## src/rtl/eightbit_serial_subtractor.sv

```systemverilog
// eightbit_serial_subtractor
// Bit-serial 8-bit subtractor computing A - B - bin, LSB first, one bit per
// clock. A single full-subtractor cell is reused across eight RUN cycles.
//
// Ports:
//   clk       system clock, all state updates on rising edge
//   rst       synchronous active-high reset
//   start     request, sampled only when not busy (IDLE or DONE)
//   A, B      minuend / subtrahend, captured on accepted start
//   bin       borrow-in, captured on accepted start
//   diff      A - B - bin (mod 256), valid from done until next acceptance
//   bout      borrow out of bit 7 (1 = unsigned A < B + bin)
//   overflow  signed two's-complement overflow
//   busy      high while a subtraction is in progress
//   done      single-cycle pulse when diff/bout/overflow become valid
module eightbit_serial_subtractor (
    input  logic       clk,
    input  logic       rst,
    input  logic       start,
    input  logic [7:0] A,
    input  logic [7:0] B,
    input  logic       bin,
    output logic [7:0] diff,
    output logic       bout,
    output logic       overflow,
    output logic       busy,
    output logic       done
);

    localparam int unsigned WIDTH = 8;
    localparam int unsigned CNT_W = 3;

    typedef enum logic [1:0] {
        IDLE = 2'd0,
        RUN  = 2'd1,
        DONE = 2'd2
    } state_t;

    state_t             state;
    logic [WIDTH-1:0]   a_sh;
    logic [WIDTH-1:0]   b_sh;
    logic [CNT_W-1:0]   cnt;
    logic               br;

    // Full-subtractor cell on the current LSBs of the operand shift registers
    logic a_bit;
    logic b_bit;
    logic d_bit;
    logic br_next;

    always_comb begin
        a_bit   = a_sh[0];
        b_bit   = b_sh[0];
        d_bit   = a_bit ^ b_bit ^ br;
        br_next = (~a_bit & b_bit) | (~(a_bit ^ b_bit) & br);
    end

    // Control, datapath and registered outputs
    always_ff @(posedge clk) begin
        if (rst) begin
            state    <= IDLE;
            a_sh     <= '0;
            b_sh     <= '0;
            cnt      <= '0;
            br       <= 1'b0;
            diff     <= '0;
            bout     <= 1'b0;
            overflow <= 1'b0;
            busy     <= 1'b0;
            done     <= 1'b0;
        end else begin
            done <= 1'b0;
            case (state)
                IDLE, DONE: begin
                    if (start) begin
                        a_sh  <= A;
                        b_sh  <= B;
                        br    <= bin;
                        cnt   <= '0;
                        busy  <= 1'b1;
                        state <= RUN;
                    end else begin
                        busy  <= 1'b0;
                        state <= IDLE;
                    end
                end
                RUN: begin
                    diff <= {d_bit, diff[WIDTH-1:1]};
                    a_sh <= a_sh >> 1;
                    b_sh <= b_sh >> 1;
                    br   <= br_next;
                    cnt  <= CNT_W'(cnt + CNT_W'(1));
                    if (cnt == CNT_W'(WIDTH - 1)) begin
                        // br here is still the borrow into bit 7
                        bout     <= br_next;
                        overflow <= br ^ br_next;
                        busy     <= 1'b0;
                        done     <= 1'b1;
                        state    <= DONE;
                    end
                end
                default: begin
                    busy  <= 1'b0;
                    state <= IDLE;
                end
            endcase
        end
    end

endmodule

```

## config.mk

```make
export PLATFORM = sky130hd
export DESIGN_NAME = eightbit_serial_subtractor
export DESIGN_NICKNAME = d
export VERILOG_FILES = /design/src/rtl/eightbit_serial_subtractor.sv
export SDC_FILE = /design/constraint.sdc
export NUM_CORES = 1
export LEC_CHECK = 0
export ABC_AREA = 1
export ABC_CLOCK_PERIOD_IN_PS = 3500
export CAP_MARGIN = 20
export CORE_MARGIN = 4
export CORE_UTILIZATION = 53
export CTS_CLUSTER_DIAMETER = 40
export DETAILED_ROUTE_END_ITERATION = 7
export HOLD_SLACK_MARGIN = 0.08
export PLACE_DENSITY = 0.92
export SYNTH_ARGS = -nofsm -noshare
export SYNTH_HDL_FRONTEND = slang
export SYNTH_SLANG_ARGS = --single-unit
```

## constraint.sdc

```tcl
create_clock -name clk -period 3.5 [get_ports clk]
set_input_delay 0.875 -clock clk [delete_from_list [all_inputs] [get_ports clk]]
set_output_delay 0.875 -clock clk [all_outputs]
set_load 0.005 [all_outputs]
```

# Yosys cells after proc, flatten, opt, wreduce, memory -nomap -nowiden

Index checks and enable logic that the tools add are counted.

Output and inout port bits: 12
Input bits: 20
Flip-flop bits (word level): 34

Bitwise gates (word level): 9
Eq/ne operators: 5
$add $sub $neg: 1
Reductions and logical operators: 6
Muxes and demuxes: 15

Operators by type and width:

| kind                                                                   | count |
|---|---|
| 8-bit one-hot mux with 2 select lines                                  | 2 |
| 8-bit two-way mux                                                      | 2 |
| 3-bit one-hot mux with 2 select lines                                  | 1 |
| 1-bit two-way mux                                                      | 5 |
| 2-bit != test (second input constant)                                  | 2 |
| 1-bit one-hot mux with 2 select lines                                  | 2 |
| 2-bit one-hot mux with 2 select lines                                  | 1 |
| 2-bit AND reduction                                                    | 2 |
| 2-bit OR reduction                                                     | 2 |
| 3-bit by 1-bit adder with 3-bit output (second input constant)         | 1 |
| 3-bit equality test (second input constant)                            | 1 |
| 3-bit two-way mux                                                      | 1 |
| 1-bit inverter                                                         | 3 |
| 1-bit XOR                                                              | 3 |
| 1-bit bitwise AND                                                      | 2 |
| 2-bit by 1-bit equality test with 1-bit output (second input constant) | 1 |
| 2-bit equality test (second input constant)                            | 1 |
| 2-bit logical NOT                                                      | 1 |
| 2-bit two-way mux                                                      | 1 |
| 2-bit nonzero test                                                     | 1 |
| 1-bit OR                                                               | 1 |

# Logic depth before layout (Yosys ltp)

Depth after elaboration: 5
Gate-level depth with buffers: 7

# Worst setup path before layout

OpenSTA, ideal clock, no wires.

Kind: in2reg
From: input rst
To: register a_sh[2]
Arrival: 1.399 ns
Slack: 1.983 ns
Data required time: 3.382 ns
Cell stages on the path: 5
Cell sequence: buf_2 > inv_2 > buf_2 > nand3_1 > nor2_1

RTL lines:

| element              | line | text |
|---|---|---|
| start, declared      | 18   | `input logic rst,` |
| end signal, assigned | 89   | `a_sh <= a_sh >> 1;` |
| end, declared        | 40   | `logic [WIDTH-1:0] a_sh;` |

# Worst setup path in the final report

From: register diff[5]
To: output diff[5]

RTL lines:

| element                | line | text |
|---|---|---|
| start, declared        | 23   | `output logic [7:0] diff,` |
| start signal, assigned | 88   | `diff <= {d_bit, diff[WIDTH-1:1]};` |

No word-level cell between the ends.

==> results.md <==
Synthesis:
- A synthesized cell averages 7.19 µm².
- Yosys printed 0 warnings.
- The synthesized netlist cell count is 207.
- After synthesis, the cell types taking the most area are dfxtp_1, nand3_1, nor2_1, nand2_1, inv_1.
- The proportion of synthesized chip area in sequential cells is roughly 46%.
- The total standard cell area after synthesis is 0.00149 mm².
- The count of distinct cell types in the synthesized netlist is 18.
- The cell taking the most area after synthesis is dfxtp_1.
- The number of synthesized register bits is 34.
- The number of nets in the synthesized netlist is 230.
- The top cell type by area accounts for between 40% and 50% of the synthesized area.

Setup path:
- The slack of the worst reg-to-reg path is 1.84 ns.
- The worst reg-to-reg path cell count is 6.
- The number of buffers and inverters on the critical path is 1.
- In this run the critical register-to-register path is captured at overflow.
- In this run the worst path has a maximum fanout of 3.
- The worst setup path is of the reg2out kind.
- The maximum cell stage delay along the critical path is slightly above 0.5 ns.
- The nature of the critical path startpoint is a flip-flop.
- The reg-to-reg startpoint is state[0].
- The endpoint kind of the worst setup timing path is an output port.
- STA puts the critical path data arrival time at between 1 and 1.5 ns.
- The signal on the critical path passes through clkdlybuf4s50_1.
- For the worst setup path, the data required time is 2.62 ns.
- Grouping stages by cell kind, the critical path spends the most delay in buffers and inverters.
- The highest-delay cell along the critical path is clkdlybuf4s50_1.

Layout:
- The repair_antennas step left the layout with diodes totalling 0.
- The post-route netlist has slightly above 5% of its cells at a drive strength greater than 1.
- The area growth from synthesis to layout is 22.2%.
- The final net count is between 200 and 300.
- After filler insertion, the fill cell instance count of the layout stands at 230.
- The library cell used most frequently in the layout, excluding fill and tap cells, is nand3_1.
- In the layout the commonest cells are nand3_1, nor2_1, dfxtp_1, clkdlybuf4s50_1, nand2_1.

Pwr:
- The final total power is 0.785 mW.
- The static leakage is about 0.78 nW.
- The power per standard cell area is ~430 mW/mm².
- The worst-case IR drop observed on VDD is 0.330 mV.

Timing:
- The clock tree skew after final layout is a little under 0.01 ns.
- The count of endpoints failing hold in the final timing report was 0.
- The tightest hold path in the finished design has a slack of approximately 0.47 ns.
- Setup repair after global routing left no endpoint under its margin.
- Derived from the worst setup path, the maximum achievable clock frequency is about 0.48 GHz.
- In the finished design, the share of the clock period the worst path needs comes to 59.5%.
- After layout, the minimum clock period comes to between 2 and 2.5 ns.
- The transition at the pin with the smallest max-transition slack is 0.623 ns.
- Setup violations remaining at the end of the flow were counted as 0.
- Adding up every negative setup slack in the final design gives 0 ns.
- The count of final max-slew check failures is 0.
- The relative max-transition margin is between 50% and 60%.

Route:
- In the routed design, unresolved DRC markers number 0.
- The detailed router's first-iteration violation count is 30.
- The routed design has 2840 µm of wire.
- The number of detailed-route iterations in the first pass is 4.
- The detail route stage leaves a number of antenna-violating nets equal to 0.
- The final routed wire length divided by cell count is between 10 and 15 µm.
- The via-per-instance ratio is between 5 and 6.
- The count of vias placed by the detailed router is ~1,400.

Clocking:
- The number of buffers added by the clock tree synthesis step is 5.
- The number of hold buffers added after CTS was 0.
- The clock-pin slew on the worst setup and hold paths is roughly 0.1 ns.
- TritonCTS built the clock tree.
- The tree built by TritonCTS fans out to 34 sinks.
- The worst-skew pair later-pin latency is ~0.33 ns.
- The number of gates resized after cts is 0.
- Once the clock tree was built, the setup fixing pass inserted 0 buffers.
- The cell at the root of the clock tree is clkbuf_4.
- The buffer depth of the longest clock path is 2.
- The H-tree generated during clock tree synthesis spans 2 levels.

Placement:
- The post-DP HPWL is 1910 µm.
- The count of input and output buffers is 31.
- Routability-driven placement finished with a final weighted congestion of between 0.7 and 0.8.

Hold path:
- In this run the most critical hold path is launched from bout.
- The depth of the worst hold-timing path is 2.
- The tightest min-delay check is of the reg2reg type.
- The sink of the worst hold path is bout.

Floorplanning:
- The number of I/O pins is 32.
- The region available for standard cell placement spans approximately 0.0026 mm².
- For this configuration, the core starts out at a cell density of between 50 and 60%.
- Measured along the x axis, the die boundary spans between 60 and 70 µm.
- The die covers 0.00372 mm².
- The cell row count is 18.
- The die outline height is about 61 µm.

GRT:
- The initial antenna violation count is 0.
- The aggregate global-route resource usage is 17.0%.
- The first global-routing pass estimated 4660 µm of wire.
- The number of global-route vias before repair is ~1,200.
- The largest net degree at the start of global routing is 37.
- The total overflow left after global routing is 0.

Run:
- The max-capacitance violation count is 0.

Outcome:
- The flow ran to the end, and the final reports show no timing, DRC or antenna violations.
[tightest hold or removal path, cell delays in order, from the launching register on]
cell     delay, ns
dfxtp_1       0.32
nand3_1       0.07
nand2_1       0.05
[area by class of cell]
cell class | count | area [µm²] | area share (%)
timing repair buffer | 32 | 318 | 17.5
tap | 30 | 37.5 | 2.06
multi-input combinational | 137 | 647 | 35.6
inverter | 24 | 90.1 | 4.96
clock buffer | 7 | 45.0 | 2.48
sequential | 34 | 681 | 37.4
[cell families after synthesis]
group,after synthesis,share of synthesized area [%]
buffers and inverters,36,10.8
adders and majority gates,3,3.03
and+or+nand+nor,117,34.7
AOI/OAI and AO/OA,17,5.72
DFF,34,45.8
[power breakdown]
group / internal, mW / total [mW] / switching (mW) / leakage [nW]
Clock: 0.0757 / 0.196 / 0.121 / 0.0254
Combinational: 0.0722 / 0.157 / 0.0847 / 0.470
Sequential: 0.418 / 0.432 / 0.0140 / 0.280
[worst max path at each step]
stage / from / end / cells past startpoint
CTS: diff[5] / diff[5] / 1
finish: diff[5] / diff[5] / 1
global placement: start / br / 6
floorplan: rst / a_sh[2] / 5
detailed placement: start / br / 6
global route: diff[5] / diff[5] / 1
[metrics by stage]
stage | setup WS, ns | cells | util [%] | instance area, µm²
floorplan | 1.98 | 207 | - | 1490
global placement | 1.26 | 257 | 69.1 | 1770
detailed placement | 1.23 | 257 | 69.1 | 1770
CTS | 1.40 | 264 | 70.8 | 1820
global route | 1.35 | 264 | 70.8 | 1820
finish | 1.42 | 264 | 70.8 | 1820
[synthesized netlist by cell type (all sizes together)]
library cell  count
nor2             37
dfxtp            34
buf              11
nand3            36
a21oi             8
nand2            30
nor3             14
inv              24
fa                1
o21ai             9
ha                2
clkbuf            1
[routing by layer]
metal	global-route usage [%]	wire length, µm	vias to the layer above
met2	29.6	1350	37
met3	5.74	213	6
met1	19.1	1230	614
met5	0	0	-
met4	6.50	43	0
li1	-	-	709
[flip-flops by register name, summed over array words and instances (netlist names)]
name      count
overflow      1
cnt           3
bout          1
br            1
a_sh          8
state         2
busy          1
b_sh          8
done          1
diff          8
No activity file was read; power rests on OpenSTA's default activity.
